--- src/rtl/lsu_pkg.sv ---
// rtl/lsu_pkg.sv - shared size encodings, FSM states and request legality check
package lsu_pkg;

  localparam logic [1:0] SZ_BYTE = 2'd0;
  localparam logic [1:0] SZ_HALF = 2'd1;
  localparam logic [1:0] SZ_WORD = 2'd2;

  typedef enum logic [2:0] {
    ST_IDLE,
    ST_LOAD,
    ST_RMW,
    ST_STORE,
    ST_RESP
  } lsu_state_t;

  // hi_nz: any address bit above the RAM's byte range is set
  function automatic logic lsu_req_err(input logic [1:0] size,
                                       input logic [1:0] lo,
                                       input logic       hi_nz);
    return hi_nz || (size == 2'd3) ||
           ((size == SZ_HALF) && lo[0]) ||
           ((size == SZ_WORD) && (lo != 2'b00));
  endfunction

endpackage

--- src/rtl/lsu_lane_align.sv ---
// rtl/lsu_lane_align.sv - load lane extract/extend and store lane merge
module lsu_lane_align
  import lsu_pkg::*;
#(
  parameter int XLEN = 32
) (
  input  logic [XLEN-1:0] rdata,
  input  logic [1:0]      addr_lo,
  input  logic [1:0]      size,
  input  logic            is_unsigned,
  input  logic [XLEN-1:0] wdata,
  output logic [XLEN-1:0] load_data,
  output logic [XLEN-1:0] merged
);

  logic [4:0]      sh;
  logic [XLEN-1:0] shifted;
  logic [XLEN-1:0] mask;

  assign sh      = {addr_lo, 3'b000};
  assign shifted = rdata >> sh;

  always_comb begin
    load_data = rdata;
    mask      = '1;
    case (size)
      SZ_BYTE: begin
        load_data = {{(XLEN-8){~is_unsigned & shifted[7]}}, shifted[7:0]};
        mask      = {{(XLEN-8){1'b0}}, 8'hFF} << sh;
      end
      SZ_HALF: begin
        load_data = {{(XLEN-16){~is_unsigned & shifted[15]}}, shifted[15:0]};
        mask      = {{(XLEN-16){1'b0}}, 16'hFFFF} << sh;
      end
      default: begin
        load_data = rdata;
        mask      = '1;
      end
    endcase
  end

  // only the addressed lanes take store data; the rest keep the old word
  assign merged = (rdata & ~mask) | ((wdata << sh) & mask);

endmodule

--- src/rtl/lsu_mem_master.sv ---
// rtl/lsu_mem_master.sv - load/store initiator for the single-port data RAM
module lsu_mem_master
  import lsu_pkg::*;
#(
  parameter int XLEN  = 32,
  parameter int DEPTH = 1024
) (
  input  logic                      clock,
  input  logic                      reset,
  input  logic                      req_valid,
  output logic                      req_ready,
  input  logic                      req_we,
  input  logic [1:0]                req_size,
  input  logic                      req_unsigned,
  input  logic [XLEN-1:0]           req_addr,
  input  logic [XLEN-1:0]           req_wdata,
  output logic                      rsp_valid,
  input  logic                      rsp_ready,
  output logic [XLEN-1:0]           rsp_rdata,
  output logic                      rsp_err,
  output logic                      mem_write_ena,
  output logic [$clog2(DEPTH)-1:0]  mem_addr,
  output logic [XLEN-1:0]           mem_data_o,
  input  logic [XLEN-1:0]           mem_data_i
);

  localparam int ADDR_W = $clog2(DEPTH);

  lsu_state_t      state;
  logic [1:0]      r_size;
  logic [1:0]      r_lo;
  logic            r_uns;
  logic [XLEN-1:0] r_wdata;
  logic [XLEN-1:0] load_data;
  logic [XLEN-1:0] merged;
  logic            req_err;

  assign req_ready = (state == ST_IDLE);
  assign req_err   = lsu_req_err(req_size, req_addr[1:0],
                                 |req_addr[XLEN-1:ADDR_W+2]);

  lsu_lane_align #(.XLEN(XLEN)) u_align (
    .rdata       (mem_data_i),
    .addr_lo     (r_lo),
    .size        (r_size),
    .is_unsigned (r_uns),
    .wdata       (r_wdata),
    .load_data   (load_data),
    .merged      (merged)
  );

  // mem_write_ena is its own flop so the RAM strobe cannot glitch on state decode
  always_ff @(posedge clock or posedge reset) begin
    if (reset) begin
      state         <= ST_IDLE;
      rsp_valid     <= 1'b0;
      rsp_err       <= 1'b0;
      rsp_rdata     <= '0;
      mem_write_ena <= 1'b0;
      mem_addr      <= '0;
      mem_data_o    <= '0;
      r_size        <= '0;
      r_lo          <= '0;
      r_uns         <= 1'b0;
      r_wdata       <= '0;
    end else begin
      case (state)
        ST_IDLE: begin
          if (req_valid) begin
            r_size  <= req_size;
            r_lo    <= req_addr[1:0];
            r_uns   <= req_unsigned;
            r_wdata <= req_wdata;
            if (req_err) begin
              rsp_err   <= 1'b1;
              rsp_rdata <= '0;
              rsp_valid <= 1'b1;
              state     <= ST_RESP;
            end else begin
              mem_addr <= req_addr[ADDR_W+1:2];
              if (!req_we) begin
                state <= ST_LOAD;
              end else if (req_size == SZ_WORD) begin
                mem_write_ena <= 1'b1;
                mem_data_o    <= req_wdata;
                state         <= ST_STORE;
              end else begin
                state <= ST_RMW;
              end
            end
          end
        end
        ST_LOAD: begin
          rsp_rdata <= load_data;
          rsp_err   <= 1'b0;
          rsp_valid <= 1'b1;
          state     <= ST_RESP;
        end
        ST_RMW: begin
          mem_data_o    <= merged;
          mem_write_ena <= 1'b1;
          state         <= ST_STORE;
        end
        ST_STORE: begin
          mem_write_ena <= 1'b0;
          mem_data_o    <= '0;
          rsp_rdata     <= '0;
          rsp_err       <= 1'b0;
          rsp_valid     <= 1'b1;
          state         <= ST_RESP;
        end
        ST_RESP: begin
          if (rsp_ready) begin
            rsp_valid <= 1'b0;
            state     <= ST_IDLE;
          end
        end
        default: state <= ST_IDLE;
      endcase
    end
  end

endmodule

--- config.mk ---
export PLATFORM = sky130hd
export DESIGN_NAME = lsu_mem_master
export DESIGN_NICKNAME = d
export VERILOG_FILES = /design/src/rtl/lsu_pkg.sv /design/src/rtl/lsu_lane_align.sv /design/src/rtl/lsu_mem_master.sv
export SDC_FILE = /design/constraint.sdc
export NUM_CORES = 1
export LEC_CHECK = 0
export ABC_AREA = 1
export CAP_MARGIN = 20
export CORE_UTILIZATION = 46
export CTS_BUF_LIST = sky130_fd_sc_hd__clkbuf_4
export DETAILED_ROUTE_END_ITERATION = 10
export PLACE_DENSITY = 0.8
export SLEW_MARGIN = 10
export SYNTH_ARGS = -nofsm -noshare
export SYNTH_HDL_FRONTEND = slang
export SYNTH_SLANG_ARGS = --single-unit
--- constraint.sdc ---
create_clock -name clock -period 3.2 [get_ports clock]
set_input_delay 0.32 -clock clock [delete_from_list [all_inputs] [get_ports clock]]
set_output_delay 0.32 -clock clock [all_outputs]
set_load 0.01 [all_outputs]
==> metrics <==
Post-DP HPWL=15100 um; Comb power frac=51.1%; Rows=44; Post-Layout Cell Count=1355; share of the cycle needed by the critical path after routing=71.8%; syn_area_per_cell=6.85 um2; final hold vios=0; leading cell type in the layout, fill and taps excluded=nand2_1; via count=6953; distinct cell type count after synthesis=26; top cell type's share of synthesized area=43.1%; Synth Warn #=0; H-tree depth=4; number of I/O pins=182; Yosys top cell by area=dfrtp_1; ant diodes=0; die area=0.0153 mm2; CP Max Fanout=7; Worst VDD drop=0.379 mV; Net Count, Synth=1096; Switching Share=44.9%; top cells by area, synth=dfrtp_1 43%, nand2_1 23%, nand3_1 6.5%; PD cells=768 mW/mm2; Multi-input gate area=0.00323 mm2; die height=124 um; worst-path cell chain=nor2_2 > nand2_2 > inv_2 > clkdlybuf4s50_1; Tmin final=2.30 ns; WP buf/inv=2; largest net degree at the start of global routing=65; Skew-Pair Late Insertion Delay=0.55 ns; port bufs=181; Mapped Area=0.00680 mm2; hold crit path type=primary input to asynchronous set/reset pin; CTS sink count=117; CTS root buf=clkbuf_4; P&R area growth vs syn=31.9%; Achievable Freq=435 MHz; clock slew at reported path FFs=0.10 ns; Net Sw Power=3090 uW; Pins Over Slew Limit=0; register area share after synthesis=43.1%; Worst path slowest cell=clkdlybuf4s50_1; first-pass detailed-route iteration total=6; total gr overflow=0; WL per Instance=15.0 um; worst-margin pin slew=0.952 ns; leading cell types in the layout, fill and taps excluded=412 x nand2_1, 181 x clkdlybuf4s50_1, 117 x dfrtp_1; GRT Total Usage=28.6%; critical path endpoint category=primary output; DRT Wirelength=20300 um; highest cell delay on the worst timing path=0.55 ns; effective utilization at floorplan=46.9%; status=finished, final reports clean; total power=6890 uW; core region area=0.0145 mm2; slew margin rel.=36.3%; maxcap violations=0; hold_buf cts=0; Final #Nets=1262; Worst path top cell family by delay=buffers and inverters; drt drc=0; # resized after CTS=0; Die X=124 um; Setup CP Type=flip-flop to primary output; final hold slack=0.104 ns; Clk pwr share=16.4%; Max clock buf depth=2; Inst Count DP=1323; CP Launch Type=flip-flop; first-pass GRT wire length=32700 um; internal power=3800 uW; Final Wtd Congestion=0.950; drt via density=5.13; Mapped Cells=992; initial antenna violation count=0; Flop pwr share=32.5%; CTS tree=built; LEAKAGE=0.00461 uW; Reg area=0.00293 mm2; critical path data required time=2.88 ns; fill count=1347; number of setup buffers added after CTS=0; critical path arrival=1.98 ns; endpoints failing setup=0; Setup Total Neg Slack=0 ns; RSZ-0062 raised after global routing=no; Worst Clk Skew=0.0104 ns; DR iter-0 viols=413; CTS Buf Count=17; Final ANT Viol Nets=0; vias in the first global route=6635; post-synthesis register bit count=117; share of post-route cells with drive strength above 1=7.60%
-- area by class of cell --
cell class	count	area share, %
multi-input combinational	731	36.0
sequential	117	32.7
timing repair buffer	195	21.5
inverter	96	4.06
tap	184	2.57
clock buffer	20	1.67
clock inverter	12	1.52
-- worst register-to-register path: cells and delay by family (launching register included) --
family | cells | cell delay [ns]
AND/OR/NAND/NOR | 6 | 1.38
flip-flops | 1 | 0.68
AO/OA/AOI/OAI | 1 | 0.11
-- power groups by stage --
stage | clock (uW) | combinational, uW | sequential, uW
detailed placement | 0 | 3480 | 2240
global placement | 0 | 3410 | 2240
global route | 1210 | 3950 | 2290
floorplan | 0 | 2380 | 2230
finish | 1130 | 3520 | 2240
CTS | 1140 | 3480 | 2230
-- synthesized netlist by cell type --
| library cell | instances |
|---|---|
| o21ai_2 | 1 |
| a22oi_1 | 1 |
| nor2_4 | 3 |
| buf_2 | 19 |
| mux2_2 | 9 |
| clkbuf_1 | 15 |
| nor3_1 | 4 |
| buf_6 | 8 |
| o21ai_1 | 1 |
| nand2_4 | 2 |
| nand2_2 | 17 |
| buf_4 | 5 |
| o22ai_1 | 2 |
| nor2_2 | 7 |
| inv_1 | 92 |
| o21ai_0 | 81 |
| or2_4 | 1 |
| nand3b_1 | 2 |
| o211ai_1 | 2 |
| dfrtp_1 | 117 |
| nor2_1 | 46 |
| inv_2 | 4 |
| a21oi_1 | 51 |
| nand2_1 | 413 |
| nand3_1 | 88 |
| buf_1 | 1 |
-- registers in the layout, indices dropped and copies added (netlist names) --
signal / count
state: 3
mem_write_ena: 1
r_uns: 1
rsp_valid: 1
mem_data_o: 32
r_wdata: 32
rsp_rdata: 32
r_size: 2
r_lo: 2
rsp_err: 1
mem_addr: 10
-- layer usage --
layer | track usage (%) | vias up | wire, um
met5 | 0 | - | 0
met4 | 10.9 | 0 | 548
met3 | 8.53 | 49 | 1690
met2 | 45.0 | 320 | 9400
met1 | 36.8 | 3139 | 8700
li1 | - | 3445 | -
-- logic make-up after synthesis --
logic type | count (synthesis) | share of synthesized area [%]
and+or+nand+nor | 583 | 35.5
muxes | 9 | 1.49
buffers and inverters | 144 | 9.46
DFF | 117 | 43.1
AOI/OAI and AO/OA | 139 | 10.4
-- per-stage QoR --
step	setup slack, ns	utilization, %	area [um2]
after global placement	0.963	59.9	8680
after global routing	0.799	61.9	8960
after CTS	0.886	61.9	8960
after floorplan	1.45	-	6800
final	0.903	61.9	8960
after detailed placement	0.885	59.9	8680
-- worst paths after layout --
| path | startpoint | end | slack (ns) | cells after the start |
|---|---|---|---|---|
| min reg2reg | rsp_err | rsp_err | 0.49 | 2 |
| min | reset | mem_data_o[12] | 0.10 | 2 |
| min in group clock | req_addr[5] | mem_addr[3] | 0.31 | 3 |
| max in group asynchronous | reset | r_wdata[28] | 2.31 | 3 |
| max reg2reg | r_lo[0] | mem_data_o[0] | 0.94 | 7 |
| max | state[0] | req_ready | 0.90 | 4 |
Power figures use the tool's default switching activity.
